File: config.mk
export PLATFORM = sky130hd
export DESIGN_NAME = game_screen_sequencer
export DESIGN_NICKNAME = d
export VERILOG_FILES = /design/src/rtl/game_screen_sequencer.sv
export SDC_FILE = /design/constraint.sdc
export NUM_CORES = 1
export LEC_CHECK = 0
export CORE_MARGIN = 1.5
export CORE_UTILIZATION = 45
export CTS_CLUSTER_SIZE = 8
export DETAILED_ROUTE_END_ITERATION = 8
export GPL_TIMING_DRIVEN = 0
export PLACE_DENSITY = 0.92
export SLEW_MARGIN = 30
export SYNTH_ARGS = -nofsm -noshare
export SYNTH_HDL_FRONTEND = slang
export SYNTH_SLANG_ARGS = --single-unit
export TNS_END_PERCENT = 20
File: constraint.sdc
create_clock -name clk -period 6.86 [get_ports clk]
set_input_delay 0.686 -clock clk [delete_from_list [all_inputs] [get_ports clk]]
set_output_delay 0.686 -clock clk [all_outputs]
set_load 0.005 [all_outputs]
File: src/rtl/game_screen_sequencer.sv
// Selects which screen generator drives the OLED pixel bus. A navigation request
// becomes a frame-synchronous left-to-right column wipe with a white seam.
module game_screen_sequencer #(
    parameter int NUM_SCREENS = 9,
    parameter int WIPE_STEP   = 12,
    parameter int SCREEN_W    = 96,
    parameter int SCREEN_H    = 64
) (
    input  logic                      clk,
    input  logic                      reset,
    input  logic                      frame_begin,
    input  logic [6:0]                x,
    input  logic [5:0]                y,
    input  logic                      btn_next,
    input  logic                      btn_prev,
    input  logic                      btn_home,
    input  logic [16*NUM_SCREENS-1:0] screen_data,
    output logic [15:0]               oled_data,
    output logic [3:0]                cur_screen,
    output logic                      busy
);

    typedef enum logic [1:0] {
        IDLE    = 2'd0,
        PENDING = 2'd1,
        WIPE    = 2'd2
    } state_t;

    localparam logic [3:0] LAST_IDX = 4'(NUM_SCREENS - 1);
    localparam logic [7:0] STEP8    = 8'(WIPE_STEP);
    localparam logic [7:0] W8       = 8'(SCREEN_W);
    localparam logic [6:0] H7       = 7'(SCREEN_H);

    state_t      state_q, state_d;
    logic [3:0]  cur_screen_q, cur_screen_d;
    logic [3:0]  target_q, target_d;
    logic [6:0]  boundary_q, boundary_d;
    logic [15:0] oled_data_q, oled_data_d;
    logic        busy_q, busy_d;

    logic [3:0]  req_target;
    logic        req_valid;
    logic [7:0]  boundary_sum;
    logic [15:0] screen_pix [NUM_SCREENS];

    for (genvar g = 0; g < NUM_SCREENS; g++) begin : g_unpack
        assign screen_pix[g] = screen_data[16*g +: 16];
    end

    // State and output registers
    always_ff @(posedge clk) begin
        if (reset) begin
            state_q      <= IDLE;
            cur_screen_q <= 4'd0;
            target_q     <= 4'd0;
            boundary_q   <= 7'd0;
            oled_data_q  <= 16'h0000;
            busy_q       <= 1'b0;
        end else begin
            state_q      <= state_d;
            cur_screen_q <= cur_screen_d;
            target_q     <= target_d;
            boundary_q   <= boundary_d;
            oled_data_q  <= oled_data_d;
            busy_q       <= busy_d;
        end
    end

    // Request resolution and next-state logic
    always_comb begin
        state_d      = state_q;
        cur_screen_d = cur_screen_q;
        target_d     = target_q;
        boundary_d   = boundary_q;
        req_valid    = 1'b0;
        req_target   = cur_screen_q;
        boundary_sum = {1'b0, boundary_q} + STEP8;

        // Home wins; simultaneous next+prev cancel each other
        if (btn_home) begin
            req_valid  = 1'b1;
            req_target = 4'd0;
        end else if (btn_next ^ btn_prev) begin
            req_valid = 1'b1;
            if (btn_next) begin
                req_target = (cur_screen_q == LAST_IDX) ? 4'd0 : cur_screen_q + 4'd1;
            end else begin
                req_target = (cur_screen_q == 4'd0) ? LAST_IDX : cur_screen_q - 4'd1;
            end
        end else begin
            req_valid  = 1'b0;
            req_target = cur_screen_q;
        end

        case (state_q)
            IDLE: begin
                if (req_valid && (req_target != cur_screen_q)) begin
                    target_d = req_target;
                    state_d  = PENDING;
                end else begin
                    state_d = IDLE;
                end
            end
            PENDING: begin
                if (frame_begin) begin
                    boundary_d = STEP8[6:0];
                    state_d    = WIPE;
                end else begin
                    state_d = PENDING;
                end
            end
            WIPE: begin
                if (frame_begin) begin
                    if (boundary_sum >= W8) begin
                        cur_screen_d = target_q;
                        boundary_d   = 7'd0;
                        state_d      = IDLE;
                    end else begin
                        boundary_d = boundary_sum[6:0];
                        state_d    = WIPE;
                    end
                end else begin
                    state_d = WIPE;
                end
            end
            default: begin
                state_d    = IDLE;
                boundary_d = 7'd0;
            end
        endcase
    end

    // Pixel selection: blank outside the panel, seam at the boundary, new screen left of it
    always_comb begin
        oled_data_d = screen_pix[cur_screen_q];
        busy_d      = (state_d != IDLE);
        if (({1'b0, x} >= W8) || ({1'b0, y} >= H7)) begin
            oled_data_d = 16'h0000;
        end else if ((state_q == WIPE) && (x == boundary_q)) begin
            oled_data_d = 16'hFFFF;
        end else if ((state_q == WIPE) && (x < boundary_q)) begin
            oled_data_d = screen_pix[target_q];
        end else begin
            oled_data_d = screen_pix[cur_screen_q];
        end
    end

    assign oled_data  = oled_data_q;
    assign cur_screen = cur_screen_q;
    assign busy       = busy_q;

endmodule

* After elaboration in Yosys (flattened, before gate mapping) *
Cells that the tools add are included.

storage, ports and cells
  register bits after elaboration = 34
  input bits = 163

cells by class
  magnitude comparators = 5
  reduce and logical (&&, ||, !) cells = 10
  muxes and demuxes = 24
  bitwise logic cells = 4
  equality and inequality tests = 7
  add/subtract/negate cells = 3

operators with widths
  cell                                                                                 count
  16-bit binary-select mux with 4-bit select                                           2
  16-bit two-way mux                                                                   6
  7-bit two-way mux                                                                    3
  7-bit one-hot mux with 3 select lines                                                1
  4-bit two-way mux                                                                    5
  5-bit greater-or-equal comparator, second input constant                             2
  4-bit inverter with 5-bit output                                                     2
  7-bit by 4-bit adder with 8-bit output, second input constant                        1
  8-bit by 7-bit greater-or-equal comparator with 1-bit output, second input constant  1
  7-bit equality test                                                                  1
  7-bit greater-or-equal comparator, second input constant                             1
  7-bit less-than comparator                                                           1
  2-bit two-way mux                                                                    3
  2-bit one-hot mux with 3 select lines                                                1
  3-bit AND reduction                                                                  2
  4-bit by 1-bit adder with 4-bit output, second input constant                        1
  4-bit equality test, second input constant                                           1
  4-bit logical NOT                                                                    1
  2-bit inequality test, second input constant                                         2
  4-bit inequality test                                                                1
  4-bit by 1-bit subtractor with 4-bit output, second input constant                   1
  1-bit logical AND                                                                    3
  1-bit two-way mux                                                                    3
  2-bit by 1-bit equality test with 1-bit output, second input constant                1
  other kinds (7)                                                                      7

* Longest topological paths before layout *
Gate-level depths: netlist of run 1.

  word-level depth = 10
  depth in mapped cells = 11
  depth with buffers taken out = 8

* Worst setup path before layout of run 1 *
OpenSTA, ideal clock, no wires.

  path kind = register to register
  start point = register cur_screen_q[1], in the netlist cur_screen[1]
  end point = register target_q[0]
  period minus slack after synthesis = 2.566 ns
  path slack = 4.294 ns
  library setup time = 0.072 ns
  arrival = 2.494 ns
  required time = 6.788 ns
  cell stages (with the launch flop) = 12
  cell sequence = dfxtp_1 > buf_2 > buf_2 > inv_1 > ha_1 > buf_2 > nor3b_2 > o2111ai_2 > o311ai_1 > or3_4 > o221ai_4 > mux2i_1

on the way
  cells in the longest elaborated chain, start to end = 8
  elaborated cells between the ends (all ways) = 12
  classes of those cells = 2 x add/sub; 2 x eq/ne; 5 x mux; 3 x reduce/logical

ends and longest elaborated chain
  element                                                                    line    RTL
  start, declared                                                            35      logic [3:0] cur_screen_q, cur_screen_d;
  start signal, assigned                                                     61      cur_screen_q <= cur_screen_d;
  4-bit by 1-bit subtractor with 4-bit output, or another cell as far along  88      req_target = (cur_screen_q == 4'd0) ? LAST_IDX : cur_screen_q - 4'd1;
  4-bit two-way mux (on tied branches)                                       88, 86
  4-bit two-way mux                                                          85      if (btn_next) begin
  4-bit two-way mux                                                          83      end else if (btn_next ^ btn_prev) begin
  4-bit two-way mux                                                          80      if (btn_home) begin
  4-bit inequality test                                                      97      if (req_valid && (req_target != cur_screen_q)) begin
  1-bit logical AND                                                          97
  2-bit AND reduction (no source line)                                       n/a
  end signal, assigned                                                       62      target_q <= target_d;
  end, declared                                                              36      logic [3:0] target_q, target_d;

Several ways; a longest one is shown, not always the timed one.
A chain may end at the register's enable or synchronous reset.

* Final worst setup path of run 1 *
  start point = input port x[6]
  end point = register oled_data_q[9], in the netlist oled_data[9]

on the way
  cells in the longest elaborated chain, start to end = 4
  elaborated cells between the ends (all ways) = 8
  classes of those cells = 2 x order compare; 1 x eq/ne; 2 x mux; 3 x reduce/logical

ends and longest elaborated chain
  element                     line  RTL
  start, declared             12    input logic [6:0] x,
  7-bit less-than comparator  141   end else if ((state_q == WIPE) && (x < boundary_q)) begin
  1-bit logical AND           141
  16-bit two-way mux          141
  16-bit two-way mux          139   end else if ((state_q == WIPE) && (x == boundary_q)) begin
  end signal, assigned        64    oled_data_q <= oled_data_d;
  end, declared               38    logic [15:0] oled_data_q, oled_data_d;

Several ways; a longest one is shown, not always the timed one.

==> impl_results.md, run 1 <==
- Status: finished, final reports clean
- Cell variety after synth: 59
- Via count of the routed design: 4,317
- Sink count of the clock tree: 32
- Gate family responsible for the most delay along the worst path: buffers and inverters
- Synthesized instance count: 394
- Layout cell share with drive strength beyond 1: 0.182
- Drt first pass iters: 5
- Max Transition Viols Final: 0
- Destination of the worst register-to-register timing path: target_q[0]$_SDFFE_PP0P_
- PortBufs: 175
- Library cell with the largest summed area after synthesis: mux4_2
- Worst slack after detailed placement: 3400 ps
- Highest net fanout along the worst path: 10
- Antenna viol nets, final: 0
- Floorplan die width: 97 um
- Number of hold violations in the final report: 0
- Worst path bufs/invs: 2
- Kind of start point of the critical path: input pin
- Post-synthesis cell area: 3980 um2
- Clock latency on the worst-skew pair: 280 ps
- EDFF count, synth: 0
- Clock input transition at the sequential cells of the worst setup and hold paths: 70 ps
- CP peak stage delay: 620 ps
- Leakage power: 2.05 nW
- Fraction of power consumed by the clock network: 0.313
- Total setup violations reported at the end of the flow: 0
- Count of cells resized by post-cts repair: 0
- Start of the worst register-to-register path: cur_screen[1]$_SDFFE_PP0P_
- Mean area per synthesized cell: 10.1 um2
- Routed length per placed instance: 21.3 um
- Worst EP required: 7010 ps
- Instance area after placement: 5860 um2
- Net Switching: 0.146 mW
- Share of Yosys cell area claimed by the top area cell type: 0.362
- FMAX: 313 MHz
- Count of buffers added by post-CTS timing repair for setup: 0
- Shortest period the worst path allows: 3200 ps
- Overall routed net length: 14,600 um
- Count of state elements after synthesis: 32
- RSZ-0062 raised after global routing: no
- Post-cts hold buffer count: 0
- Total gr overflow: 0
- Synth-to-layout area growth: 50.3%
- Max rail drop VDD: 0.0000977 V
- CP endpoint kind: register
- Worst Hold Margin: 477 ps
- Total negative setup slack: 0 ps
- Register-to-Register Setup Slack: 3780 ps
- Number of H-tree levels: 2
- Register area share after synthesis: 0.161
- Root Buffer: clkbuf_8
- DRC violation total after the first TritonRoute iteration: 325
- Proportion of register bits with asynchronous set or reset after synthesis: 0
- Normalized max-slew margin: 0.470
- Number of buffers inserted during clock tree synthesis: 5
- Core area: 8640 um2
- Fraction of power consumed by combinational cells: 0.352
- Wire length of the first global-routing pass: 22,600 um
- Series of cell instances along the critical path: clkdlybuf4s50_1 > ha_1 > nand3_1 > o21bai_2 > nand4b_1 > clkbuf_1 > nor2_1 > a2111oi_0 > nor2_1
- Register-to-Register Path Depth: 11
- Largest buffer count on any clock path: 2
- Highest-delay cell along the critical path: a2111oi_0
- Ratio of total power to cell area: 97.3 nW/um2
- Final Net Count: 751
- Top post-synthesis cells by count: mux4_2 (64), nor2_1 (49), nand2_1 (45)
- # DRC: 0
- Placed Cells: 677
- Final worst setup slack: 3660 ps
- Largest net degree at the start of global routing: 12
- Hold Startpoint: boundary_q[3]$_SDFFE_PP0P_
- CP Class: input pin to register
- Classification of the worst-slack hold path: register to register
- Cells taking the most area after synthesis: mux4_2 (36%), dfxtp_1 (16%), mux2i_1 (6.5%), nor2_1 (4.6%), nand2_1 (4.2%)
- Ys Warns: 0
- Switching fraction of total power: 0.250
- Final design area excluding fillers: 5970 um2
- Antenna fix cells: 0
- Vias per cell: 6.30
- Placement row count: 34
- Die height: 97 um
- Total nets after synthesis: 569
- Hold worst-path end: boundary_q[3]$_SDFFE_PP0P_
- Initial Util: 0.460
- Most common flop cell mapped by yosys: dfxtp_1
- Number of top-level design ports: 184
- Number of cells on the worst hold path: 2
- HPWL reported at the end of detailed placement: 11,800 um
- Total of max-cap violations: 0
- Area enclosed by the die boundary: 9410 um2
- Relative contribution of sequential cells to total power: 0.335
- Final cell count without fillers: 685
- Library cell appearing most often on the critical path: nor2_1
- Leading cell type by number of instances after synthesis: mux4_2
- TritonCTS clock tree: yes
- Post-route fraction of the period consumed by the critical path: 0.466
- Vias in the first global route: 4,543
- Actual transition at the worst max-transition pin: 775 ps
- Arrival time of data at the critical path endpoint: 3350 ps
- Gr usage total: 0.305
- Initial antenna violation count: 0
- Final worst clock skew: 2.84 ps
- Placer Congestion: 0.905
- Internal power: 0.436 mW
placed cells by master (no fill, tap or decap), types with 12 or more instances in the layout:
| cell | Yosys | routed |
|---|---|---|
| clkdlybuf4s50_1 | 0 | 175 |
| mux4_2 | 64 | 64 |
| nor2_1 | 49 | 49 |
| nand2_1 | 45 | 45 |
| dfxtp_1 | 32 | 32 |
| mux2i_1 | 26 | 26 |
| a21oi_1 | 26 | 26 |
| a2111oi_0 | 16 | 16 |
| inv_1 | 13 | 13 |
| ha_1 | 12 | 12 |
through the flow:
| step | power [mW] | util |
|---|---|---|
| 2_1_floorplan | 0.274 | - |
| 3_3_place_gp | 0.393 | 0.679 |
| 3_5_place_dp | 0.400 | 0.679 |
| 4_1_cts | 0.580 | 0.692 |
| 5_1_grt | 0.603 | 0.692 |
| 6_report | 0.581 | 0.692 |
state kept, by name, summed over array words and instances (netlist names):
| signal | cells |
|---|---|
| oled_data | 16 |
| boundary_q | 5 |
| cur_screen | 4 |
| target_q | 4 |
| state_q | 2 |
| busy | 1 |
routing by layer:
metal | GRT usage | wire, um
met2 | 0.549 | 7490
met5 | 0 | 0
met1 | 0.348 | 5050
met4 | 0.155 | 763
met3 | 0.0470 | 1280
cell families (layout without fill, tap and decap cells):
logic type | Yosys count | after routing | share of synthesized area
xor+xnor | 4 | 4 | 0.0107
fa+ha+maj | 12 | 12 | 0.0378
mux | 91 | 91 | 0.432
buf+inv | 50 | 233 | 0.0683
compound gates | 71 | 71 | 0.130
flops | 32 | 32 | 0.161
simple gates | 134 | 134 | 0.160
layout make-up:
class	count	area, um2
plain buffers	37	223
multi-input cells	312	3060
well taps	108	135
inverters	13	48.8
repair buffers	175	1750
fillers	636	2660
clock buffers	5	68.8
flip-flops and latches	32	641
clock inverters	3	42.5
worst max path at each step:
| stage | to | cells past startpoint | startpoint | slack, ps |
|---|---|---|---|---|
| after global placement | oled_data[9]$_SDFF_PP0_ | 9 | x[5] | 3380 |
| after floorplan | target_q[0]$_SDFFE_PP0P_ | 11 | cur_screen[1]$_SDFFE_PP0P_ | 4290 |
| after detailed placement | oled_data[9]$_SDFF_PP0_ | 9 | x[6] | 3400 |
| after CTS | oled_data[9]$_SDFF_PP0_ | 9 | x[6] | 3700 |
| final | oled_data[9]$_SDFF_PP0_ | 9 | x[6] | 3660 |
| after global routing | oled_data[9]$_SDFF_PP0_ | 9 | x[5] | 3480 |
power groups by stage:
stage,registers [mW],clock network [mW],logic (mW)
floorplan,0.199,0,0.0743
global placement,0.199,0,0.194
detailed placement,0.199,0,0.201
CTS,0.195,0.183,0.202
global route,0.195,0.191,0.216
finish,0.195,0.182,0.205
tightest hold or removal path: stages (launching register included):
cell	delay, ps
dfxtp_1	330
nand2_1	60
a21oi_1	50
Note: power is estimated with default switching activity, not from simulation.
==> run 2, diff against run 1 <==
CORE_UTILIZATION = 43   (was 45)
PLACE_DENSITY = 0.89   (was 0.92)
clock period = 3 ns   (was 6.86 ns; I/O delays follow)
==> run 2 against run 1 <==
Against the previous run: sequential share of layout area about the same; worst hold slack improved by 16 ps; clock power rose by 130%; die area rose by 4.5%; global-route usage is 0.83 points lower; critical endpoint is now oled_data[4]$_SDFF_PP0_; highest routed layer unchanged.
==> impl_results.md, run 2 (synthesis results as in run 1) <==
- Placer Congestion: 0.907 (+0.31%)
- Total of max-cap violations: 0 (unchanged)
- DRC violation total after the first TritonRoute iteration: 331 (+1.8%)
- Flip-flop and latch area: 642 um2 (+0.20%)
- Status: finished, final reports clean
- Destination of the worst register-to-register timing path: oled_data[4]$_SDFF_PP0_
- Max Transition Viols Final: 0 (unchanged)
- PortBufs: 175 (unchanged)
- Worst EP required: 3140 ps (-3870 ps)
- Actual transition at the worst max-transition pin: 755 ps (-19.7 ps)
- Initial Util: 0.449 (-0.0111)
- Ratio of total power to cell area: 222 nW/um2 (+130%)
- Filler instances: 705 (+11%)
- Number of hold violations in the final report: 0 (unchanged)
- Wire length of the first global-routing pass: 22,600 um (about the same)
- Worst Hold Margin: 494 ps (+16.5 ps)
- Final Net Count: 751 (unchanged)
- Vias in the first global route: 4,509 (-0.75%)
- Most common library cell in the layout ignoring fill and taps: clkdlybuf4s50_1
- HPWL reported at the end of detailed placement: 11,800 um (-0.36%)
- Number of top-level design ports: 184 (unchanged)
- Final worst setup slack: 128 ps (-3530 ps)
- Core area: 8850 um2 (+2.5%)
- Instance area after placement: 5860 um2 (unchanged)
- Worst slack after detailed placement: -26.7 ps (-3430 ps)
- Largest net degree at the start of global routing: 12 (unchanged)
- Max FFs per register: 16 (unchanged)
- Max rail drop VDD: 0.000136 V (+39%)
- # DRC: 0 (unchanged)
- Gr usage total: 0.296 (-0.00829)
- Overall routed net length: 14,700 um (+0.50%)
- Start of the worst register-to-register path: target_q[1]$_SDFFE_PP0P_
- Via count of the routed design: 4,316 (-0.023%)
- Post-cts hold buffer count: 0 (unchanged)
- Total negative setup slack: 0 ps (unchanged)
- Area enclosed by the die boundary: 9830 um2 (+4.5%)
- FMAX: 348 MHz
- Post-route fraction of the period consumed by the critical path: 0.957
- Final design area excluding fillers: 5980 um2 (+0.13%)
- Series of cell instances along the critical path: clkbuf_1 > clkbuf_1 > mux4_2 > mux2i_1 > nor2_1 > a2111oi_0 > nor2_1
- Highest net fanout along the worst path: 10 (unchanged)
- Number of buffers inserted during clock tree synthesis: 5 (unchanged)
- RSZ-0062 raised after global routing: no
- Initial antenna violation count: 0 (unchanged)
- Area of the multi-input gates: 3060 um2 (unchanged)
- Register-to-Register Setup Slack: 130 ps (-3650 ps)
- Clock latency on the worst-skew pair: 290 ps (about the same)
- Routed length per placed instance: 21.4 um (+0.50%)
- Leakage power: 2.05 nW (+0.10%)
- Register-to-Register Path Depth: 7 (-4)
- Antenna viol nets, final: 0 (unchanged)
- Antenna fix cells: 0 (unchanged)
- CP Class: register to register
- CP Capture Point: oled_data[4]$_SDFF_PP0_
- Kind of start point of the critical path: register
- Normalized max-slew margin: 0.497 (+0.0265)
- Arrival time of data at the critical path endpoint: 3010 ps (-340 ps)
- CP peak stage delay: 640 ps (+20 ps)
- Number of cells on the worst hold path: 2 (unchanged)
- Placement row count: 34 (unchanged)
- Drt first pass iters: 5 (unchanged)
- Number of H-tree levels: 2 (unchanged)
- Vias per cell: 6.30 (about the same)
- Count of buffers added by post-CTS timing repair for setup: 0 (unchanged)
- Floorplan die width: 99.2 um (+2.2%)
- Critical path startpoint: target_q[1]$_SDFFE_PP0P_
- Highest-delay cell along the critical path: a2111oi_0
- Total setup violations reported at the end of the flow: 0 (unchanged)
- Clock input transition at the sequential cells of the worst setup and hold paths: 80 ps (about the same)
- Layout cell share with drive strength beyond 1: 0.185 (+0.00347)
- CP endpoint kind: register
- Die height: 99.2 um (+2.2%)
- TritonCTS clock tree: yes
- Classification of the worst-slack hold path: register to register
- Largest buffer count on any clock path: 2 (unchanged)
- Root Buffer: clkbuf_8
- Sink count of the clock tree: 32 (unchanged)
- Final worst clock skew: 10.8 ps (+8.00 ps)
- Shortest period the worst path allows: 2870 ps
- Leading cell types in the layout, fill and taps excluded: clkdlybuf4s50_1 (175), mux4_2 (64), nor2_1 (49)
- Total gr overflow: 0 (unchanged)
- Synth-to-layout area growth: 50.4%
run 2: changes by cell type in the layout (fill, tap and decap cells not counted), sizes merged:
cell / before / now
clkbuf: 17 / 18
buf: 25 / 24
run 2: layout make-up:
cell class              instances  area share
clock buffers                   5      0.0115
multi-input cells             312       0.512
repair buffers                175       0.293
flip-flops and latches         32       0.107
well taps                     108      0.0226
clock inverters                 3     0.00711
inverters                      13     0.00816
plain buffers                  37      0.0383
run 2: worst min-delay path by stage:
stage	from	endpoint	slack (ps)
after global placement	boundary_q[3]$_SDFFE_PP0P_	boundary_q[3]$_SDFFE_PP0P_	460
final	boundary_q[3]$_SDFFE_PP0P_	boundary_q[3]$_SDFFE_PP0P_	490
after floorplan	boundary_q[3]$_SDFFE_PP0P_	boundary_q[3]$_SDFFE_PP0P_	440
after global routing	boundary_q[5]$_SDFFE_PP0P_	boundary_q[5]$_SDFFE_PP0P_	520
after detailed placement	boundary_q[3]$_SDFFE_PP0P_	boundary_q[3]$_SDFFE_PP0P_	480
after CTS	boundary_q[3]$_SDFFE_PP0P_	boundary_q[3]$_SDFFE_PP0P_	490
run 2: worst max-delay path, delay by kind of cell (launching register included):
family	cells	cell delay (ps)
and+or+nand+nor	2	200
AOI/OAI and AO/OA	1	640
buffers and inverters	2	950
DFF	1	320
muxes	2	610
run 2: routing by layer:
metal / vias to the layer above / share of wire / GRT usage / wire length [um]
met5: - / 0 / 0 / 0
met4: 0 / 0.044 / 0.138 / 638
met3: 54 / 0.074 / 0.0408 / 1090
met2: 274 / 0.52 / 0.534 / 7610
met1: 2087 / 0.36 / 0.351 / 5330
li1: 1901 / - / - / -
run 2: stage by stage:
step            util  total power [mW]  cells
3_3_place_gp   0.663             0.898    677
3_5_place_dp   0.663             0.914    677
2_1_floorplan      -             0.626    394
6_report       0.676              1.33    685
4_1_cts        0.675              1.33    685
5_1_grt        0.676              1.38    685
run 2: power by group:
part           switching [mW]  internal [mW]  total (mW)
clock network           0.171          0.246       0.416
logic                   0.153          0.311       0.464
registers             0.00596          0.440       0.446
total                   0.330          0.996        1.33
run 2: repair_timing:
item | CTS | global route
resized for setup | 1 | 4
pin swaps | 0 | 0
endpoints found under the setup margin | 5 | 12
cloned | 0 | 0
==> run 3, diff against run 2 <==
SETUP_SLACK_MARGIN = 0.5   (was not set)
==> run 3 against run 2 <==
Against the previous run: critical path type unchanged; highest routed layer unchanged; critical path depth rose by 4; sequential share of layout area fell by 0.25 points; global-route usage fell by 0.34 points; clock skew fell by 2.6 ps; register-to-register slack improved by 330 ps; worst hold slack got worse by 17 ps; largest power group unchanged; first-iteration DRC count rose by 30%; maximum frequency rose by 13%; via count rose by 1.9%; routed wire length rose by 4.5%; sequential power barely moved.
==> impl_results.md, run 3 (synthesis results as in run 1) <==
- Most common library cell in the layout ignoring fill and taps: clkdlybuf4s50_1
- Gr usage total: 0.293 (-0.00339)
- Final worst setup slack: 460 ps (+332 ps)
- Total negative setup slack: 0 ps (unchanged)
- Vias in the first global route: 4,521 (+0.27%)
- TritonCTS clock tree: yes
- Total setup violations reported at the end of the flow: 0 (unchanged)
- Placed Cells: 677 (unchanged)
- HPWL reported at the end of detailed placement: 11,600 um (-1.6%)
- Clock input transition at the sequential cells of the worst setup and hold paths: 70 ps (about the same)
- Number of hold violations in the final report: 0 (unchanged)
- Final Net Count: 755 (+0.53%)
- Routed length per placed instance: 22.2 um (+3.9%)
- Max FFs per register: 16 (unchanged)
- # DRC: 0 (unchanged)
- Root Buffer: clkbuf_8
- Largest net degree at the start of global routing: 12 (unchanged)
- Vias per cell: 6.38 (+1.3%)
- RSZ-0062 raised after global routing: yes
- Number of buffers inserted during clock tree synthesis: 5 (unchanged)
- Total gr overflow: 0 (unchanged)
- Post-cts hold buffer count: 0 (unchanged)
- Synth-to-layout area growth: 56.1%
- Arrival time of data at the critical path endpoint: 2760 ps (-250 ps)
- Classification of the worst-slack hold path: register to register
- Leakage power: 2.13 nW (+4.0%)
- DRC violation total after the first TritonRoute iteration: 429 (+30%)
- Overall routed net length: 15,300 um (+4.5%)
- Kind of start point of the critical path: register
- Antenna viol nets, final: 0 (unchanged)
- Core area: 8850 um2 (unchanged)
- Max Transition Viols Final: 0 (unchanged)
- Drt first pass iters: 5 (unchanged)
- Instance area after placement: 5870 um2 (about the same)
- Area enclosed by the die boundary: 9830 um2 (unchanged)
- Worst slack after detailed placement: -25.8 ps (+0.832 ps)
- Max rail drop VDD: 0.000160 V (+17%)
- Final worst clock skew: 8.24 ps (-2.60 ps)
- Initial antenna violation count: 0 (unchanged)
- Sink count of the clock tree: 32 (unchanged)
- Placer Congestion: 0.965 (+6.4%)
- Shortest period the worst path allows: 2540 ps (-332 ps)
- Antenna fix cells: 0 (unchanged)
- Final standard cell utilization of the core: 0.701 (+0.0255)
- Normalized max-slew margin: 0.439 (-0.0580)
- Leading cell types in the layout, fill and taps excluded: clkdlybuf4s50_1 (175), mux4_2 (64), nor2_1 (48)
- Ratio of total power to cell area: 217 nW/um2 (-2.0%)
- Layout cell share with drive strength beyond 1: 0.225 (+0.0400)
- Post-route fraction of the period consumed by the critical path: 0.847 (-0.111)
- Total of max-cap violations: 0 (unchanged)
- Worst EP required: 3210 ps (+70 ps)
- FMAX: 394 MHz (+13%)
- Status: finished, final reports clean
- Largest buffer count on any clock path: 2 (unchanged)
- PortBufs: 175 (unchanged)
- Wire length of the first global-routing pass: 22,400 um (-0.95%)
- Highest net fanout along the worst path: 10 (unchanged)
- Initial Util: 0.449 (unchanged)
- Number of top-level design ports: 184 (unchanged)
- Via count of the routed design: 4,398 (+1.9%)
- CP Class: register to register
- Actual transition at the worst max-transition pin: 842 ps (+87.0 ps)
- Final design area excluding fillers: 6210 um2 (+3.8%)
- Die height: 99.2 um (unchanged)
- Filler instances: 653 (-7.4%)
- Placement row count: 34 (unchanged)
- Final cell count without fillers: 689 (+0.58%)
- CP endpoint kind: register
- Clock latency on the worst-skew pair: 300 ps (about the same)
- Number of H-tree levels: 2 (unchanged)
- Floorplan die width: 99.2 um (unchanged)
[run 3: changes by cell type in the layout (fill, tap and decap cells not counted), sizes merged]
cell    before  now
buf         24   29
clkbuf      18   17
[run 3: where the power goes]
group	internal (mW)	total [mW]	leakage, nW	switching, mW
Combinational	0.321	0.485	1.81	0.164
Clock	0.246	0.419	0.0541	0.173
Sequential	0.438	0.445	0.264	0.00628
Total	1.00	1.35	2.13	0.344
[run 3: repair_timing]
action	in CTS	in global routing
pin swaps	2	0
buffers inserted	4	0
gates resized for setup	24	35
setup endpoints to repair	22	22
[run 3: worst paths after layout]
path | start | cells after the start | slack [ps] | to
max | cur_screen[1]$_SDFFE_PP0P_ | 11 | 460 | target_q[3]$_SDFFE_PP0P_
min | boundary_q[3]$_SDFFE_PP0P_ | 2 | 480 | boundary_q[3]$_SDFFE_PP0P_
max reg2reg | cur_screen[1]$_SDFFE_PP0P_ | 11 | 460 | target_q[3]$_SDFFE_PP0P_
min reg2reg | boundary_q[3]$_SDFFE_PP0P_ | 2 | 480 | boundary_q[3]$_SDFFE_PP0P_
[run 3: final cells by class]
type | instances | area (um2) | share of cell area
multi-input combinational | 312 | 3200 | 0.516
buffer | 37 | 277 | 0.0445
sequential | 32 | 651 | 0.105
tap | 108 | 135 | 0.0218
inverter | 13 | 48.8 | 0.00786
clock buffer | 5 | 68.8 | 0.0111
clock inverter | 3 | 42.5 | 0.00685
timing repair buffer | 179 | 1780 | 0.287
[run 3: worst max-delay path: stages, from the launching register on]
cell,delay [ps]
dfxtp_4,370
buf_8,110
buf_12,130
inv_1,60
ha_1,170
buf_2,170
nor3b_2,180
o2111ai_2,170
o311ai_1,140
or3_4,420
o221ai_4,310
mux2i_1,240
[run 3: metrics by stage]
| step | hold slack (ps) | power [mW] |
|---|---|---|
| floorplan | 445 | 0.626 |
| global placement | 466 | 0.899 |
| detailed placement | 471 | 0.911 |
| CTS | 481 | 1.32 |
| global route | 499 | 1.39 |
| finish | 477 | 1.35 |
[run 3: routing by layer]
layer  vias to the layer above  part of all wire  GRT usage
met2                       330              0.51      0.522
met4                         0             0.047      0.113
met5                         -                 0          0
met3                        72             0.091     0.0576
li1                       1906                 -          -
met1                      2090              0.35      0.351
